--- src/rtl/spi_sample_buffer_pkg.sv ---
`default_nettype none
// +----------------------------------------------------------------------+
// | spi_sample_buffer_pkg                                                |
// | Widths and types shared between the SPI-side audio sample blocks.    |
// | Revision: 1.0                                                        |
// +----------------------------------------------------------------------+
package spi_sample_buffer_pkg;
  localparam int SAMPLE_W = 16;
  localparam int BYTE_W   = 8;

  typedef enum logic {
    PH_LO = 1'b0,
    PH_HI = 1'b1
  } byte_phase_e;
endpackage
`default_nettype wire

--- src/rtl/sync_fifo.sv ---
`default_nettype none
// +----------------------------------------------------------------------+
// | sync_fifo                                                            |
// | Register-array FIFO with wrapping pointers and a separate level.     |
// | Revision: 1.0                                                        |
// +----------------------------------------------------------------------+
module sync_fifo
  import spi_sample_buffer_pkg::*;
#(
  parameter int DEPTH = 16,
  parameter int AW    = 4,
  parameter int W     = SAMPLE_W
) (
  input  logic          clk,
  input  logic          rst,
  input  logic          flush,
  input  logic          wr_en,
  input  logic [W-1:0]  wr_data,
  input  logic          rd_en,
  output logic [W-1:0]  rd_data,
  output logic          full,
  output logic          empty,
  output logic [AW:0]   level
);
  localparam logic [AW-1:0] c_ptr_one = AW'(1);
  localparam logic [AW:0]   c_lvl_one = (AW + 1)'(1);
  localparam logic [AW:0]   c_lvl_max = (AW + 1)'(DEPTH);

  logic [W-1:0]  r_mem [DEPTH];
  logic [AW-1:0] r_wr_ptr;
  logic [AW-1:0] r_rd_ptr;
  logic [AW:0]   r_level;
  logic          w_rd;
  logic          w_wr;

  assign full    = (r_level == c_lvl_max);
  assign empty   = (r_level == '0);
  assign level   = r_level;
  assign rd_data = r_mem[r_rd_ptr];

  // A pop in the same cycle frees the slot a push into a full FIFO needs.
  assign w_rd = rd_en & ~empty;
  assign w_wr = wr_en & (~full | rd_en);

  always_ff @(posedge clk) begin
    if (w_wr && !flush) begin
      r_mem[r_wr_ptr] <= wr_data;
    end
  end

  always_ff @(posedge clk or posedge rst) begin
    if (rst) begin
      r_wr_ptr <= '0;
      r_rd_ptr <= '0;
      r_level  <= '0;
    end else if (flush) begin
      r_wr_ptr <= '0;
      r_rd_ptr <= '0;
      r_level  <= '0;
    end else begin
      if (w_wr) r_wr_ptr <= r_wr_ptr + c_ptr_one;
      if (w_rd) r_rd_ptr <= r_rd_ptr + c_ptr_one;
      case ({w_wr, w_rd})
        2'b10:   r_level <= r_level + c_lvl_one;
        2'b01:   r_level <= r_level - c_lvl_one;
        default: r_level <= r_level;
      endcase
    end
  end
endmodule
`default_nettype wire

--- src/rtl/spi_sample_buffer.sv ---
`default_nettype none
// +----------------------------------------------------------------------+
// | spi_sample_buffer                                                    |
// | Packs flash bytes into LE 16-bit samples, buffers them for I2S and   |
// | throttles the SPI reader through pausa.                              |
// | Revision: 1.0                                                        |
// +----------------------------------------------------------------------+
module spi_sample_buffer
  import spi_sample_buffer_pkg::*;
#(
  parameter int DEPTH = 16,
  parameter int AW    = 4
) (
  input  logic                clk,
  input  logic                rst,
  input  logic [BYTE_W-1:0]   byte_in,
  input  logic                byte_valid,
  input  logic                sample_req,
  input  logic                flush,
  output logic [SAMPLE_W-1:0] sample_out,
  output logic                pausa,
  output logic [AW:0]         level,
  output logic                underrun,
  output logic                overflow
);
  localparam logic [AW:0] c_lvl_one = (AW + 1)'(1);
  localparam logic [AW:0] c_pausa_th = (AW + 1)'(DEPTH - 1);

  byte_phase_e         r_ph;
  logic [BYTE_W-1:0]   r_lo;
  logic [SAMPLE_W-1:0] r_sample_out;
  logic                r_pausa;
  logic                r_underrun;
  logic                r_overflow;

  logic                w_push;
  logic                w_pop_req;
  logic                w_push_ok;
  logic                w_pop_ok;
  logic                w_full;
  logic                w_empty;
  logic [AW:0]         w_level;
  logic [AW:0]         w_level_nxt;
  logic [SAMPLE_W-1:0] w_head;

  assign w_push    = byte_valid & (r_ph == PH_HI) & ~flush;
  assign w_pop_req = sample_req & ~flush;
  assign w_push_ok = w_push & (~w_full | w_pop_req);
  assign w_pop_ok  = w_pop_req & ~w_empty;

  assign w_level_nxt = flush ? '0
                     : w_level + (w_push_ok ? c_lvl_one : '0) - (w_pop_ok ? c_lvl_one : '0);

  sync_fifo #(
    .DEPTH (DEPTH),
    .AW    (AW),
    .W     (SAMPLE_W)
  ) u_fifo (
    .clk     (clk),
    .rst     (rst),
    .flush   (flush),
    .wr_en   (w_push),
    .wr_data ({byte_in, r_lo}),
    .rd_en   (w_pop_req),
    .rd_data (w_head),
    .full    (w_full),
    .empty   (w_empty),
    .level   (w_level)
  );

  always_ff @(posedge clk or posedge rst) begin
    if (rst) begin
      r_ph <= PH_LO;
      r_lo <= '0;
    end else if (flush) begin
      r_ph <= PH_LO;
    end else if (byte_valid) begin
      if (r_ph == PH_LO) begin
        r_lo <= byte_in;
        r_ph <= PH_HI;
      end else begin
        r_ph <= PH_LO;
      end
    end
  end

  // sample_out deliberately survives a flush; only reset clears it.
  always_ff @(posedge clk or posedge rst) begin
    if (rst) begin
      r_sample_out <= '0;
      r_pausa      <= 1'b0;
      r_underrun   <= 1'b0;
      r_overflow   <= 1'b0;
    end else begin
      r_pausa <= (w_level_nxt >= c_pausa_th);
      if (w_pop_req) r_sample_out <= w_empty ? '0 : w_head;
      if (flush) begin
        r_underrun <= 1'b0;
        r_overflow <= 1'b0;
      end else begin
        if (w_pop_req && w_empty)  r_underrun <= 1'b1;
        if (w_push && !w_push_ok)  r_overflow <= 1'b1;
      end
    end
  end

  assign sample_out = r_sample_out;
  assign pausa      = r_pausa;
  assign level      = w_level;
  assign underrun   = r_underrun;
  assign overflow   = r_overflow;
endmodule
`default_nettype wire
--- config.mk ---
export PLATFORM = sky130hd
export DESIGN_NAME = spi_sample_buffer
export DESIGN_NICKNAME = d
export VERILOG_FILES = /design/src/rtl/spi_sample_buffer_pkg.sv /design/src/rtl/sync_fifo.sv /design/src/rtl/spi_sample_buffer.sv
export SDC_FILE = /design/constraint.sdc
export NUM_CORES = 1
export LEC_CHECK = 0
export BUFFER_PORTS_ARGS = -buffer_cell sky130_fd_sc_hd__buf_4
export CORE_ASPECT_RATIO = 1.1
export CORE_UTILIZATION = 49
export CTS_BUF_LIST = sky130_fd_sc_hd__clkbuf_8 sky130_fd_sc_hd__clkbuf_16
export DETAILED_ROUTE_END_ITERATION = 8
export PLACE_DENSITY = 0.66
export REMOVE_ABC_BUFFERS = 1
export SYNTH_ARGS = -nofsm -noshare
export SYNTH_HDL_FRONTEND = slang
export SYNTH_SLANG_ARGS = --single-unit
--- constraint.sdc ---
create_clock -name clk -period 3.7 [get_ports clk]
set_input_delay 0.555 -clock clk [delete_from_list [all_inputs] [get_ports clk]]
set_output_delay 0.555 -clock clk [all_outputs]
set_load 0.01 [all_outputs]
==> flow_metrics.py, run 1 <==
metrics = {
    "clock_network": {
        "cts_setup_buffers": 0,
        "cts_resized": 0,
        "cts_hold_buffers": 0,
        "clock_path_buffers": 3,
        "clkLatencyLatePin_ns": 0.54,
        "cts.sinks": 297,
        "root_buffer": "clkbuf_16",
        "htreeDepth": 1,
        "cts_tree": "built",
        "cts_made_buffers": 29,
        "clkSlewWorstSetupHoldPaths_ns": 0.06,
    },
    "run": {
        "drv_cap": 0,
    },
    "placed_design": {
        "placed_area_um2": 12600,
        "gp_congestion": 0.821,
        "io_buffers": 36,
        "hpwl_um": 15700,
    },
    "floorplan": {
        "rows": 59,
        "start_util_pct": 50.0,
        "die_y_um": 165,
        "chipWidth_um": 150,
        "ios": 37,
        "core_area_um2": 23600,
        "die_area_um2": 24700,
    },
    "pwr": {
        "ir_worst_vdd_mv": 0.354,
        "p_per_area_nw_per_um2": 630,
        "leakagePower_nw": 4.68,
        "total_power_mw": 8.65,
    },
    "worst_setup_path": {
        "worst_path_max_delay_cell": "dfrtp_1",
        "arrival_ns": 3.44,
        "crit_path_start_kind": "flop",
        "path_cells": "inv_1 -> ha_1 -> nor4b_4 -> buf_4 -> nor2_1 -> buf_4 -> ha_1 -> inv_1 -> ha_1 -> fa_1 -> a21oi_1 -> o21bai_1 -> xnor2_1 -> o22ai_1",
        "worstReg2RegStart": "u_fifo.level[3]$_DFFE_PP0P_",
        "critical_path_required_ns": 4.11,
        "slowest_delay_ns": 0.42,
        "reg2reg_slack_ns": 0.68,
        "reg2reg_depth": 14,
        "critPathMaxFanout": 13,
        "cp-startpoint": "u_fifo.level[3]$_DFFE_PP0P_",
        "crit_end": "pausa$_DFF_PP0_",
        "crit_top_cell": "ha_1",
        "r2r_end": "pausa$_DFF_PP0_",
        "end_kind": "flop",
        "critical_path_class": "flop to flop",
    },
    "sta": {
        "rsz0062_at_grt": "no",
        "tightestPinTransition_ns": 1.06,
        "finalCritPeriodShare_pct": 81.7,
        "report.final.slew_viol_count": 0,
        "min_period_ns": 3.02,
        "fin_skew_ns": 0.0139,
        "setup_tns_ns": 0,
        "hold_violations": 0,
        "slew_headroom_pct": 28.3,
        "fmax_mhz": 331,
        "finalSetupViolCount": 0,
    },
    "synth": {
        "synthCells": 614,
        "synth-seq-cells": 297,
        "netlist_top_cells_count": "edfxtp_1 (256), mux4_2 (54), dfrtp_1 (41)",
        "synthDistinctLibCells": 55,
        "syn_area_um2": 11800,
        "ys_top_cells_by_area": "edfxtp_1 (65%), mux4_2 (10%), dfrtp_1 (8.7%), a22oi_1 (2.4%), mux2i_1 (1.9%)",
        "synth_ff_type": "edfxtp_1",
        "ys_seq_area_share_pct": 73.8,
        "synthMostInstantiatedCell": "edfxtp_1",
        "synth_edf_count": 256,
        "synthArstFlopShare_pct": 13.8,
        "yosys.area.top_type": "edfxtp_1",
        "yosysWarnings": 0,
        "synth_top_area_share_pct": 65.1,
        "synth_area_per_cell_um2": 19.2,
    },
    "grt": {
        "grt_pass1_vias": 6407,
        "grt_overflow_total": 0,
        "grt_max_degree": 42,
        "antenna_found_initial": 0,
        "grt_first_pass_wirelength_um": 39200,
        "track_usage_pct": 21.9,
    },
    "routing": {
        "routedWlPerCell_um": 25.5,
        "wl_um": 25800,
        "firstDrtPassIters": 5,
        "final_antenna_net_count": 0,
        "avgViaCountPerCell": 6.05,
        "drtIter0Drc": 515,
        "vias": 6111,
        "drc": 0,
    },
    "final_layout": {
        "drive_above_1_share_pct": 29.8,
        "antennaDiodeCount": 0,
        "postLayoutCellArea_um2": 13700,
        "nNetsFinal": 711,
        "area_delta_synth_final_pct": 16.2,
    },
    "hold_path": {
        "hold_class": "input port to asynchronous set/reset pin",
    },
    "run_status": {
        "outcome": "finished clean",
    },
}
sequential cells by signal (all words and copies together), names as in the netlist:
signal	flops
overflow	1
u_fifo.r_rd_ptr	4
u_fifo.level	5
pausa	1
r_lo	8
underrun	1
u_fifo.r_mem	256
r_ph	1
u_fifo.r_wr_ptr	4
sample_out	16
metrics by stage:
step	setup WS, ns	cells	utilization, %	hold slack, ns
floorplan	-0.187	583	-	0.517
global placement	0.755	956	53.5	0.488
detailed placement	0.689	956	53.5	0.491
CTS	0.667	1010	58.1	0.277
global route	0.479	1010	58.1	0.325
finish	0.676	1010	58.1	0.263
cell families (layout without fill, tap and decap cells):
logic type | after synthesis | after routing | share of synthesized area [%]
compound gates | 78 | 78 | 5.00
xor+xnor | 10 | 10 | 0.742
fa+ha+maj | 16 | 16 | 1.82
buf+inv | 43 | 134 | 1.71
flops | 297 | 297 | 73.8
mux | 86 | 86 | 13.1
simple gates | 84 | 84 | 3.82
power by group:
group,leakage (nW),total [mW],switching (mW),internal [mW]
sequential,2.83,4.07,0.220,3.85
combinational,1.30,1.28,0.648,0.631
clock,0.556,3.30,1.22,2.08
total,4.68,8.65,2.09,6.56
routing by layer:
metal  vias up  global-route usage (%)  wire length [um]
met2       228                    36.7             13000
met5         -                       0                 0
met1      3222                    29.7             10600
met3        39                    3.48              1630
li1       2622                       -                 -
met4         0                    6.34               553
how the worst min path moves through the flow:
stage,startpoint,end,cells past startpoint
6_report,rst,sample_out[4]$_DFFE_PP0P_,2
2_1_floorplan,sample_out[0]$_DFFE_PP0P_,sample_out[0]$_DFFE_PP0P_,2
3_5_place_dp,sample_out[4]$_DFFE_PP0P_,sample_out[4]$_DFFE_PP0P_,2
3_3_place_gp,sample_out[3]$_DFFE_PP0P_,sample_out[3]$_DFFE_PP0P_,2
4_1_cts,byte_valid,r_ph$_DFFE_PP0P_,3
5_1_grt,byte_valid,r_ph$_DFFE_PP0P_,3
critical path: cells and delay by family, from the launching register on:
| kind | cells | cell delay [ns] |
|---|---|---|
| AO/OA/AOI/OAI | 3 | 0.33 |
| XOR/XNOR | 1 | 0.15 |
| adder cells (fa/ha/maj) | 4 | 1.16 |
| buffers and inverters | 4 | 0.55 |
| flip-flops | 1 | 0.42 |
| AND/OR/NAND/NOR | 2 | 0.29 |
final cells by class:
cell class,count,area (um^2)
Inverter,12,45.0
Tap cell,305,382
Timing Repair Buffer,68,536
Fill cell,1704,9900
Sequential cell,297,8720
Clock buffer,37,836
Clock inverter,17,263
Multi-Input combinational cell,274,2950
cell usage in the layout, fill, tap and decap left out, types with 6 or more instances in the layout:
master / instances
dfrtp_1: 39
buf_4: 66
inv_1: 14
mux2_2: 8
nor2_1: 13
mux2i_1: 23
a22oi_1: 37
bufinv_16: 7
xnor2_1: 7
edfxtp_1: 256
clkbuf_8: 8
a21oi_1: 6
clkbuf_16: 29
nand2_1: 24
nor2_2: 12
mux4_2: 54
ha_1: 14
a22o_1: 11
Power figures use the tool's default switching activity.
==> run 2, diff against run 1 <==
--- a/config.mk
+++ b/config.mk
@@ -10,7 +10,7 @@
 export CORE_UTILIZATION = 49
 export CTS_BUF_LIST = sky130_fd_sc_hd__clkbuf_8 sky130_fd_sc_hd__clkbuf_16
 export DETAILED_ROUTE_END_ITERATION = 8
-export PLACE_DENSITY = 0.66
+export PLACE_DENSITY = 0.69
 export REMOVE_ABC_BUFFERS = 1
 export SYNTH_ARGS = -nofsm -noshare
 export SYNTH_HDL_FRONTEND = slang
==> constraint.sdc (replaced) <==
create_clock -name clk -period 2.5 [get_ports clk]
set_input_delay 0.375 -clock clk [delete_from_list [all_inputs] [get_ports clk]]
set_output_delay 0.375 -clock clk [all_outputs]
set_load 0.01 [all_outputs]
==> run 2 against run 1 <==
Register-to-register slack lost 0.58 ns. Sequential share of layout area shrank 1.2 points. Final cell count grew 1.9%. Critical path depth shrank 2. Die area is the same. Setup slack lost 0.58 ns. Core utilization grew 1.1 points. Combinational power grew 62%. Largest power group unchanged.
==> flow_metrics.py, run 2 (synthesis results as in run 1) <==
metrics = {
    "clock_network": {
        "clkLatencyLatePin_ns": 0.53,
        "cts.sinks": 297,
        "clock_path_buffers": 3,
        "cts_tree": "built",
        "cts_made_buffers": 28,
        "clkSlewWorstSetupHoldPaths_ns": 0.07,
        "root_buffer": "clkbuf_16",
        "htreeDepth": 1,
    },
    "run_status": {
        "outcome": "finished clean",
    },
    "final_layout": {
        "postLayoutCellArea_um2": 14000,
        "final_common_cell": "edfxtp_1",
        "antennaDiodeCount": 0,
        "area_delta_synth_final_pct": 18.5,
        "largest-register": "u_fifo.r_mem",
        "drive_above_1_share_pct": 31.8,
        "nFillCells": 1675,
        "largest_reg_flops": 256,
        "final_cell_mix": "edfxtp_1 (256), buf_4 (68), mux4_2 (54)",
        "nNetsFinal": 732,
    },
    "run": {
        "drv_cap": 0,
    },
    "worst_setup_path": {
        "end_kind": "flop",
        "reg2reg_depth": 12,
        "worstReg2RegStart": "u_fifo.level[2]$_DFFE_PP0P_",
        "critical_path_required_ns": 2.94,
        "reg2reg_slack_ns": 0.1,
        "arrival_ns": 2.85,
        "critical_path_class": "flop to flop",
        "r2r_end": "u_fifo.level[4]$_DFFE_PP0P_",
        "crit_path_start_kind": "flop",
        "critPathMaxFanout": 3,
    },
    "sta": {
        "min_period_ns": 2.40,
        "report.final.slew_viol_count": 0,
        "fin_skew_ns": 0.0108,
        "holdWs_ns": 0.137,
        "hold_violations": 0,
        "fmax_mhz": 416,
        "tightestPinTransition_ns": 0.940,
        "finalCritPeriodShare_pct": 96.1,
        "slew_headroom_pct": 36.7,
        "finalSetupViolCount": 0,
    },
    "pwr": {
        "p_per_area_nw_per_um2": 878,
        "leakagePower_nw": 4.78,
        "ir_worst_vdd_mv": 0.475,
    },
    "grt": {
        "antenna_found_initial": 0,
        "grt_overflow_total": 0,
        "track_usage_pct": 21.6,
        "grt_first_pass_wirelength_um": 38600,
        "grt_max_degree": 43,
        "grt_pass1_vias": 6342,
    },
    "routing": {
        "drtIter0Drc": 548,
        "vias": 6119,
        "avgViaCountPerCell": 5.95,
        "firstDrtPassIters": 5,
        "drc": 0,
        "final_antenna_net_count": 0,
        "wl_um": 25500,
        "routedWlPerCell_um": 24.8,
    },
    "hold_path": {
        "hold_class": "input port to flop",
        "min_to": "r_ph$_DFFE_PP0P_",
        "hp-start": "byte_valid",
        "hold_depth": 3,
    },
    "floorplan": {
        "chipWidth_um": 150,
        "rows": 59,
        "start_util_pct": 50.0,
        "die_y_um": 165,
        "core_area_um2": 23600,
        "die_area_um2": 24700,
        "ios": 37,
    },
    "placed_design": {
        "gp_congestion": 0.858,
        "hpwl_um": 14700,
        "placed_area_um2": 13000,
        "io_buffers": 36,
    },
}
==> run 2: what timing repair did <==
action                     4_1_cts  5_1_grt
pin swaps                        0        5
gates resized for setup          2        7
hold buffers                     1        0
hold endpoints to repair        24        0
setup buffers                    0        4
setup endpoints to repair        1        3
==> run 2: routing by layer <==
layer / wire [um] / global-route usage [%] / vias to the layer above
li1: - / - / 2662
met1: 10300 / 29.1 / 3213
met2: 13000 / 36.5 / 206
met3: 1780 / 3.73 / 38
met4: 461 / 5.33 / 0
met5: 0 / 0 / -
==> run 2: area by class of cell <==
| type | count | area [um^2] | area share [%] |
|---|---|---|---|
| sequential | 297 | 8720 | 62.3 |
| multi-input combinational | 274 | 2970 | 21.3 |
| timing repair buffer | 90 | 941 | 6.72 |
| clock buffer | 32 | 767 | 5.48 |
| tap | 305 | 382 | 2.73 |
| clock inverter | 19 | 165 | 1.18 |
| inverter | 12 | 45.0 | 0.322 |
==> run 2: report_power, final <==
group	internal [mW]	switching, mW	leakage, nW	total, mW
registers	5.70	0.271	2.83	5.97
logic	1.03	1.04	1.46	2.07
clock network	2.49	1.75	0.488	4.25
==> run 2: worst max-delay path: stages (launching register included) <==
cell and delay (ns):
dfrtp_1 0.39, inv_2 0.08, ha_4 0.13, nor4b_4 0.23, nor2_2 0.08, buf_4 0.14
nand2_1 0.09, inv_1 0.09, ha_1 0.32, nor2_1 0.16, a21oi_2 0.07, or3_1 0.35
a31oi_1 0.18
==> run 2: worst max-delay path by stage <==
stage	from	end	slack (ns)
2_1_floorplan	u_fifo.r_rd_ptr[1]$_DFFE_PP0P_	sample_out[10]$_DFFE_PP0P_	-1.39
3_3_place_gp	u_fifo.level[2]$_DFFE_PP0P_	pausa$_DFF_PP0_	0.06
3_5_place_dp	u_fifo.level[2]$_DFFE_PP0P_	pausa$_DFF_PP0_	-0.05
4_1_cts	u_fifo.level[2]$_DFFE_PP0P_	pausa$_DFF_PP0_	0.002
5_1_grt	u_fifo.level[2]$_DFFE_PP0P_	u_fifo.level[4]$_DFFE_PP0P_	-0.03
6_report	u_fifo.level[2]$_DFFE_PP0P_	u_fifo.level[4]$_DFFE_PP0P_	0.1
==> run 2: metrics by stage <==
step                      util, %  worst slack (ns)  power, mW  setup TNS (ns)  cells
after global placement       55.0            0.0619       7.99               0    973
after global routing         59.2           -0.0315       12.8         -0.0546   1029
after floorplan                 -             -1.39       7.20          -47.25    583
final                        59.2            0.0981       12.3               0   1029
after CTS                    59.0           0.00206       12.3               0   1025
after detailed placement     55.0           -0.0527       8.07         -0.0527    973
